<file path="config.mk">
export PLATFORM = sky130hd
export DESIGN_NAME = ccff_chain_loader
export DESIGN_NICKNAME = d
export VERILOG_FILES = /design/src/rtl/ccff_loader_pkg.sv /design/src/rtl/ccff_piso.sv /design/src/rtl/ccff_chain_loader.sv
export SDC_FILE = /design/constraint.sdc
export NUM_CORES = 1
export LEC_CHECK = 0
export CAP_MARGIN = 10
export CELL_PAD_IN_SITES_DETAIL_PLACEMENT = 1
export CELL_PAD_IN_SITES_GLOBAL_PLACEMENT = 1
export CORE_MARGIN = 2
export CORE_UTILIZATION = 40
export CTS_BUF_LIST = sky130_fd_sc_hd__clkbuf_4
export CTS_CLUSTER_DIAMETER = 80
export DETAILED_ROUTE_END_ITERATION = 8
export PLACE_DENSITY = 0.79
export SYNTH_ARGS = -nofsm -noshare
export SYNTH_HDL_FRONTEND = slang
export SYNTH_HIERARCHICAL = 1
export SYNTH_SLANG_ARGS = --single-unit
</file>
<file path="constraint.sdc">
create_clock -name prog_clk -period 2.9 [get_ports prog_clk]
set_input_delay 0.435 -clock prog_clk [delete_from_list [all_inputs] [get_ports prog_clk]]
set_output_delay 0.435 -clock prog_clk [all_outputs]
set_load 0.02 [all_outputs]
</file>
<file path="src/rtl/ccff_loader_pkg.sv">
// Shared definitions for the configuration-chain loader.
//   state_t  : loader state machine encoding
//   ceil_div : integer ceiling division, e.g. words needed to cover a chain
package ccff_loader_pkg;

  typedef enum logic [1:0] {
    IDLE  = 2'd0,
    LOAD  = 2'd1,
    SHIFT = 2'd2,
    DONE  = 2'd3
  } state_t;

  function automatic int ceil_div(input int num, input int den);
    return (num + den - 1) / den;
  endfunction

endpackage

</file>
<file path="src/rtl/ccff_piso.sv">
// Word-wide shift register with a bit counter.
//   SIPO = 0 : parallel-in serial-out. load captures load_data and load_bits;
//              each shift moves the word one place toward bit 0 and counts
//              down. next_bit is the bit that will sit at bit 0 after the
//              next shift; last is high while the final bit is at bit 0.
//   SIPO = 1 : serial-in parallel-out. load clears the word; each shift
//              writes serial_in at the next position, LSB first, so a
//              partial word stays right-justified with zero upper bits.
// Ports: clk, srst (sync active-high), load, load_data, load_bits, shift,
//        serial_in, par_out, next_bit, last.
module ccff_piso
  import ccff_loader_pkg::*;
#(
  parameter int WORD_W = 8,
  parameter int BIT_W  = $clog2(WORD_W + 1),
  parameter bit SIPO   = 1'b0
) (
  input  logic              clk,
  input  logic              srst,
  input  logic              load,
  input  logic [WORD_W-1:0] load_data,
  input  logic [BIT_W-1:0]  load_bits,
  input  logic              shift,
  input  logic              serial_in,
  output logic [WORD_W-1:0] par_out,
  output logic              next_bit,
  output logic              last
);

  logic [WORD_W-1:0] shreg_reg;
  logic [BIT_W-1:0]  cnt_reg;

  // Each mode leaves some inputs idle; fold them here so they read as used.
  logic unused_inputs;
  assign unused_inputs = ^{serial_in, load_data, load_bits};

  assign par_out = shreg_reg;

  generate
    if (SIPO) begin : g_sipo
      always_ff @(posedge clk) begin
        if (srst) begin
          shreg_reg <= '0;
          cnt_reg   <= '0;
        end else if (load) begin
          shreg_reg <= '0;
          cnt_reg   <= '0;
        end else if (shift) begin
          for (int i = 0; i < WORD_W; i++) begin
            if (cnt_reg == BIT_W'(i)) shreg_reg[i] <= serial_in;
          end
          cnt_reg <= cnt_reg + 1'b1;
        end
      end
      assign next_bit = 1'b0;
      assign last     = 1'b0;
    end else begin : g_piso
      always_ff @(posedge clk) begin
        if (srst) begin
          shreg_reg <= '0;
          cnt_reg   <= '0;
        end else if (load) begin
          shreg_reg <= load_data;
          cnt_reg   <= load_bits;
        end else if (shift) begin
          shreg_reg <= shreg_reg >> 1;
          cnt_reg   <= cnt_reg - 1'b1;
        end
      end
      if (WORD_W > 1) begin : g_next
        assign next_bit = shreg_reg[1];
      end else begin : g_next1
        assign next_bit = 1'b0;
      end
      assign last = (cnt_reg == BIT_W'(1));
    end
  endgenerate

endmodule

</file>
<file path="src/rtl/ccff_chain_loader.sv">
// Source end of the fabric configuration chain. Accepts bitstream words over
// valid/ready and shifts them LSB first into ccff_head, one bit per prog_clk
// with ccff_shift_en high, for exactly CHAIN_LEN shifts per load. The last
// word contributes only the bits still needed; its upper bits are dropped.
// Ports: prog_clk, prog_reset (sync active-high), start, cfg_data, cfg_valid,
//        cfg_ready, ccff_head, ccff_shift_en, ccff_tail, busy, done.
// Build option CCFF_READBACK_EN adds rb_data/rb_valid: the bits leaving the
// chain on ccff_tail during a load are regrouped into words, LSB first, and
// rb_valid pulses the cycle after each word (or final partial word) fills.
module ccff_chain_loader
  import ccff_loader_pkg::*;
#(
  parameter int  CHAIN_LEN = 22,
  parameter int  WORD_W    = 8,
  localparam int CNT_W     = $clog2(CHAIN_LEN + 1)
) (
  input  logic              prog_clk,
  input  logic              prog_reset,
  input  logic              start,
  input  logic [WORD_W-1:0] cfg_data,
  input  logic              cfg_valid,
  output logic              cfg_ready,
  output logic              ccff_head,
  output logic              ccff_shift_en,
  input  logic              ccff_tail,
  output logic              busy,
  output logic              done
`ifdef CCFF_READBACK_EN
  ,
  output logic [WORD_W-1:0] rb_data,
  output logic              rb_valid
`endif
);

  localparam int BIT_W = $clog2(WORD_W + 1);

  state_t           state_reg;
  logic [CNT_W-1:0] bits_left_reg;
  logic [BIT_W-1:0] word_bits;
  logic             load_word;
  logic             shift_word;
  logic             piso_next;
  logic             piso_last;
  logic [WORD_W-1:0] unused_piso_par;

  // Bits this word contributes: a full word, or whatever remains of the chain.
  always_comb begin
    word_bits = BIT_W'(WORD_W);
    if (int'(bits_left_reg) < WORD_W) word_bits = BIT_W'(bits_left_reg);
  end

  // cfg_ready is high throughout LOAD, so valid alone completes the handshake.
  assign load_word  = (state_reg == LOAD) && cfg_valid;
  assign shift_word = (state_reg == SHIFT);

  ccff_piso #(
    .WORD_W (WORD_W),
    .BIT_W  (BIT_W),
    .SIPO   (1'b0)
  ) u_piso (
    .clk       (prog_clk),
    .srst      (prog_reset),
    .load      (load_word),
    .load_data (cfg_data),
    .load_bits (word_bits),
    .shift     (shift_word),
    .serial_in (1'b0),
    .par_out   (unused_piso_par),
    .next_bit  (piso_next),
    .last      (piso_last)
  );

  // ccff_head is registered one step ahead of the shift register so it is
  // stable for the whole shift_en-high cycle and low otherwise.
  always_ff @(posedge prog_clk) begin
    if (prog_reset) begin
      state_reg     <= IDLE;
      bits_left_reg <= '0;
      cfg_ready     <= 1'b0;
      ccff_head     <= 1'b0;
      ccff_shift_en <= 1'b0;
      busy          <= 1'b0;
      done          <= 1'b0;
    end else begin
      case (state_reg)
        IDLE, DONE: begin
          if (start) begin
            state_reg     <= LOAD;
            bits_left_reg <= CNT_W'(CHAIN_LEN);
            cfg_ready     <= 1'b1;
            busy          <= 1'b1;
            done          <= 1'b0;
          end
        end
        LOAD: begin
          if (cfg_valid) begin
            state_reg     <= SHIFT;
            cfg_ready     <= 1'b0;
            ccff_shift_en <= 1'b1;
            ccff_head     <= cfg_data[0];
          end
        end
        SHIFT: begin
          bits_left_reg <= bits_left_reg - 1'b1;
          if (bits_left_reg == CNT_W'(1)) begin
            state_reg     <= DONE;
            ccff_shift_en <= 1'b0;
            ccff_head     <= 1'b0;
            busy          <= 1'b0;
            done          <= 1'b1;
          end else if (piso_last) begin
            state_reg     <= LOAD;
            cfg_ready     <= 1'b1;
            ccff_shift_en <= 1'b0;
            ccff_head     <= 1'b0;
          end else begin
            ccff_head <= piso_next;
          end
        end
        default: state_reg <= IDLE;
      endcase
    end
  end

`ifdef CCFF_READBACK_EN
  logic unused_rb_next;
  logic unused_rb_last;

  // ccff_tail carries the old chain content; it is sampled at the same edge
  // that shifts the chain, i.e. before the shift replaces it.
  ccff_piso #(
    .WORD_W (WORD_W),
    .BIT_W  (BIT_W),
    .SIPO   (1'b1)
  ) u_rb (
    .clk       (prog_clk),
    .srst      (prog_reset),
    .load      (load_word),
    .load_data ('0),
    .load_bits ('0),
    .shift     (shift_word),
    .serial_in (ccff_tail),
    .par_out   (rb_data),
    .next_bit  (unused_rb_next),
    .last      (unused_rb_last)
  );

  always_ff @(posedge prog_clk) begin
    if (prog_reset) begin
      rb_valid <= 1'b0;
    end else begin
      rb_valid <= shift_word && ((bits_left_reg == CNT_W'(1)) || piso_last);
    end
  end
`else
  logic unused_tail;
  assign unused_tail = ccff_tail;
`endif

endmodule
</file>
======== Word-level counts from Yosys, hierarchy flattened ========
Index checks and enable logic that the tools add are counted.
operators by class
  eq/ne operators ......................... 11
  reductions and logical operators ........ 12
  magnitude comparators ................... 1
  add/sub/neg operators ................... 2
  mux-type cells .......................... 30
operator list
  kind                                                                   count
  8-bit two-way mux                                                      2
  1-bit two-way mux                                                      13
  4-bit two-way mux                                                      3
  5-bit one-hot mux with 2 select lines                                  1
  3-bit AND reduction                                                    3
  2-bit two-way mux                                                      4
  1-bit one-hot mux with 2 select lines                                  4
  2-bit != test, second input constant                                   3
  2-bit one-hot mux with 3 select lines                                  1
  2-bit nonzero test                                                     3
  5-bit by 1-bit equality test with 1-bit output, second input constant  1
  5-bit by 4-bit < comparator with 1-bit output, second input constant   1
  5-bit two-way mux                                                      1
  5-bit by 1-bit subtractor with 5-bit output, second input constant     1
  2-bit equality test, second input constant                             2
  4-bit by 1-bit equality test with 1-bit output, second input constant  1
  2-bit by 1-bit != test with 1-bit output, second input constant        2
  2-bit AND reduction                                                    2
  4-bit AND reduction                                                    1
  4-bit by 1-bit subtractor with 4-bit output, second input constant     1
  3-bit by 1-bit != test with 1-bit output, second input constant        1
  1-bit one-hot mux with 3 select lines                                  1
  2-bit by 1-bit equality test with 1-bit output, second input constant  1
  2-bit zero test                                                        1
  other kinds (2)                                                        2
word-level totals
  output and inout bits ................... 5
  bits in registers ....................... 24
  logic and storage cells ................. 65

======== Logic depth before layout (Yosys ltp) ========
  depth after elaboration ................. 4
  gate-level depth with buffers ........... 7
  mapped depth without buffers ............ 7

======== Modules after synthesis ========
The synthesis kept the hierarchy.
modules (own cells, without submodules)
  module             cells an instance  area each (µm²)  seq. area each (µm²)  times used
  ccff_chain_loader  86                 691.9            240.2                 1
  ccff_piso          63                 620.6            240.2                 1

======== Worst setup path after synthesis ========
Ideal clock, no wire load.
  path kind ............................... flip-flop to flip-flop
  start point ............................. register state_reg[0]
  end point ............................... register cfg_ready
  stages on the path, launching flop included .. 8
  required time ........................... 2.814 ns
  period minus slack after synthesis ...... 1.737 ns
  path buffers ............................ 1
  slack ................................... 1.163 ns
  arrival ................................. 1.651 ns
  path through ............................ dfxtp_1 > inv_1 > ha_1 > clkbuf_8 > nor2b_1 > a2111oi_0 > nor2_1 > a211oi_1
between the ends
  elaborated cells on any way between the ends .. 11
RTL lines
  item                                                                                        RTL line                 text
  from (decl)                                                                                 ccff_chain_loader.sv:37  state_t state_reg;
  from (signal assigned)                                                                      ccff_chain_loader.sv:77  state_reg <= IDLE;
  from (signal assigned)                                                                      ccff_chain_loader.sv:88  state_reg <= LOAD;
  from (signal assigned)                                                                      ccff_chain_loader.sv:97  state_reg <= SHIFT;
  2-bit equality test (*)                                                                     n/a
  via shift_word                                                                              ccff_chain_loader.sv:41  logic shift_word;
  2-bit != test (no line) / 2-bit by 1-bit != test with 1-bit output (equally long branches)  n/a
  4-bit AND reduction (no line)                                                               n/a
  to (signal assigned)                                                                        ccff_chain_loader.sv:79  cfg_ready <= 1'b0;
  to (signal assigned)                                                                        ccff_chain_loader.sv:90  cfg_ready <= 1'b1;
  to (signal assigned)                                                                        ccff_chain_loader.sv:98  cfg_ready <= 1'b0;
  to (decl)                                                                                   ccff_chain_loader.sv:22  output logic cfg_ready,
Mark *: on every way through the listed nets, which the timed path passes. The rest lies on a longest branch.
A chain may end at the register's enable or synchronous reset.

======== Final worst setup path ========
  start point ............................. register state_reg[0]
  end point ............................... register ccff_head
between the ends
  longest elaborated chain between the ends .. 3
  elaborated cells on any way between the ends .. 6
ends and longest elaborated chain
  item                           RTL line                  text
  2-bit equality test (*)        n/a
  via shift_word                 ccff_chain_loader.sv:41
  2-bit nonzero test (no line)   n/a
  2-bit AND reduction (no line)  n/a
  to (signal assigned)           ccff_chain_loader.sv:100  ccff_head <= cfg_data[0];
  to (signal assigned)           ccff_chain_loader.sv:117  ccff_head <= piso_next;
  to (decl)                      ccff_chain_loader.sv:23   output logic ccff_head,
Marked as above.

==> impl_summary.log <==
[metrics] aggregate global routing overflow: 0
[metrics] power density over the cells: about 600 mW/mm^2
[metrics] maximum number of pins on one net before global-route repair: 24
[metrics] Die Wd: between 60 and 70 um
[metrics] initial core utilization: 41.49%
[metrics] maximum achievable frequency: 467.7 MHz
[metrics] maximum net fanout on the critical path: 22
[metrics] net switching power: 308.2 uW
[metrics] count of buffers inserted at the top-level ports: 16
[metrics] met1 track utilization from global routing: between 20% and 30%
[metrics] number of cells in the design after placement: 197
[metrics] hpwl dp: roughly 2000 um
[metrics] endpoint type of the worst setup path: register
[metrics] DIE HEIGHT: roughly 60 um
[metrics] Max Root-Sink Buffers: 2
[metrics] Setup WS pre-CTS: approximately 0.74 ns
[metrics] latest clock arrival within the worst-skew pair: approximately 0.33 ns
[metrics] Total Nets Final: 178
[metrics] Mapped Area: 0.001256 mm^2
[metrics] combinational group share of total power: between 30% and 40%
[metrics] internal power: about 550 uW
[metrics] fin. max-slew vios: 0
[metrics] share of layout cells above drive strength 1: about a tenth
[metrics] Routed WL per cell: around 13 um
[metrics] number of clock buffers inserted by TritonCTS: 3
[metrics] busiest grt layer: met2
[metrics] Fin. Hold Viols: 0
[metrics] critical path data required time: between 3 and 4 ns
[metrics] number of detailed-routing iterations run before antenna repair: 3
[metrics] post-synthesis area per instance: 8.785 um^2
[metrics] portion of total power attributed to the clock network: a little under a fifth
[metrics] antenna violations before repair: 0
[metrics] area of the core: 0.003028 mm^2
[metrics] die outline area: around 0.0036 mm^2
[metrics] Overall Global Routing Usage: roughly 18%
[metrics] status: finished, final reports clean
[metrics] Clock Sinks: 23
[metrics] post-route DRC violation count: 0
[metrics] final non-filler cell total: roughly 200
[metrics] post-cts repair resize count: 0
[metrics] kind of start point of the critical path: register
[metrics] diodes inserted: 0
[metrics] Slew Limit Headroom: around two fifths
[metrics] highest ir drop seen on vdd: approximately 0.28 mV
[metrics] Overall Power: roughly 860 uW
[metrics] via count of the first global-routing pass: around 1100
[metrics] number of nets produced by synthesis: roughly 160
[metrics] number of top-level pins: 18
[metrics] switching share of power: roughly 36%
[metrics] first-pass GRT wire length: just under 5000 um
[metrics] total wire length: approximately 2700 um
[metrics] number of flip-flops under the largest register name: 7
[metrics] RSZ-0062 raised after global routing: false
[metrics] Post-Syn Instances: around 140
[metrics] CTS tree: yes
[metrics] number of design-rule violations left by the first detailed-router iteration: 23
[metrics] total negative setup slack: 0 ns
[metrics] Hold/Removal Path Class: reg -> reg
[metrics] clock period minus final worst setup slack: roughly 2.1 ns
[metrics] buffers inserted by post-CTS timing repair: 0
[metrics] H-Tree Depth: 1
[metrics] least setup slack across all paths after layout: 0.7618 ns
[metrics] number of setup violations in the final report: 0
[metrics] per-cell via count in the routed design: between 5 and 6
[metrics] leakage: roughly 0.54 nW
[metrics] number of rows in the core area: 20
[metrics] reported max-cap violation count: 0
[metrics] RD Place Congestion: between 0.7 and 0.8
[metrics] count of hold-fix buffers inserted at cts: 0
[metrics] met3 track utilization from global routing: under 10%
[metrics] vias post-DR: 1034
[metrics] Reg power frac: 46.5%
[metrics] critical setup path kind: reg -> reg
[metrics] Crit path arrival time: 2.39 ns
[metrics] final cell utilization of the core: 48.10%
[metrics] Tightest Pin Transition: between 0.8 and 0.9 ns
[metrics] total number of yosys warnings: 6
[metrics] global-route track usage on met2: between 30% and 40%
[metrics] share of the clock period used by the worst path: 73.73%
[metrics] root buffer cell: clkbuf_4
[metrics] largest clock skew in the final design: between 0.002 and 0.003 ns
[metrics] remaining antenna violation count: 0
[metrics] area grow syn2layout: 15.94%
[metrics] clock-pin transition on the worst setup and hold timing paths: 0.13 ns
## routing by layer
| layer | part of all wire (%) | vias to the layer above | wire length, um |
|---|---|---|---|
| met2 | 50 | 14 | 1349 |
| li1 | - | 520 | - |
| met1 | 46 | 495 | 1235 |
| met5 | 0 | - | 0 |
| met4 | 1.8 | 0 | 48 |
| met3 | 2.6 | 5 | 71 |
## final timing paths
check / cells after the start / from / slack, ns / to
worst min-delay path: 2 / cfg_ready / 0.51 / cfg_ready
worst max-delay path: 6 / state_reg[0] / 0.76 / ccff_head
worst min register to register: 2 / cfg_ready / 0.51 / cfg_ready
worst max register to register: 6 / state_reg[0] / 0.76 / ccff_head
## area by class of cell
type	count	area, um^2
flip-flops and latches	23	460.4
fillers	361	1572
clock inverters	1	5.005
inverters	10	37.54
well taps	44	55.05
clock buffers	3	22.52
repair buffers	16	160.2
multi-input cells	104	715.7
## layout by cell type (no fill, tap or decap), drive strengths merged
master,count
o31ai,2
or3,2
a221oi,2
nor3b,3
nor2,20
a211o,1
nor3,4
inv,10
or4,1
dfxtp,23
clkdlybuf4s50,16
mux2i,7
and2,3
xnor2,1
or2,1
o21ai,6
a211oi,3
clkbuf,3
mux2,6
xor2,2
clkinv,1
o21a,2
nand3,2
nand2,8
nor2b,3
nor4b,2
a21oi,14
ha,7
a2111oi,1
nand2b,1
## power by group through the flow
| stage | Sequential, mW | Clock (mW) | Combinational (mW) |
|---|---|---|---|
| after CTS | 0.401 | 0.165 | 0.308 |
| after global placement | 0.403 | 0 | 0.293 |
| after global routing | 0.408 | 0.177 | 0.346 |
| final | 0.401 | 0.158 | 0.303 |
| after detailed placement | 0.408 | 0 | 0.305 |
| after floorplan | 0.416 | 0 | 0.207 |
## worst max-delay path: stages, from the launching register on
cell      delay [ns]
dfxtp_1         0.36
inv_1           0.07
ha_1            0.66
inv_1           0.26
nor3_2          0.40
a221oi_1        0.14
nor3_1          0.18
## stage by stage
step / area [um^2] / hold slack [ns]
finish: 1456 / 0.5096
global route: 1456 / 0.5240
CTS: 1456 / 0.5105
detailed placement: 1429 / 0.4870
global placement: 1429 / 0.4711
floorplan: 1256 / 0.4606
No activity file was read; power rests on OpenSTA's default activity.
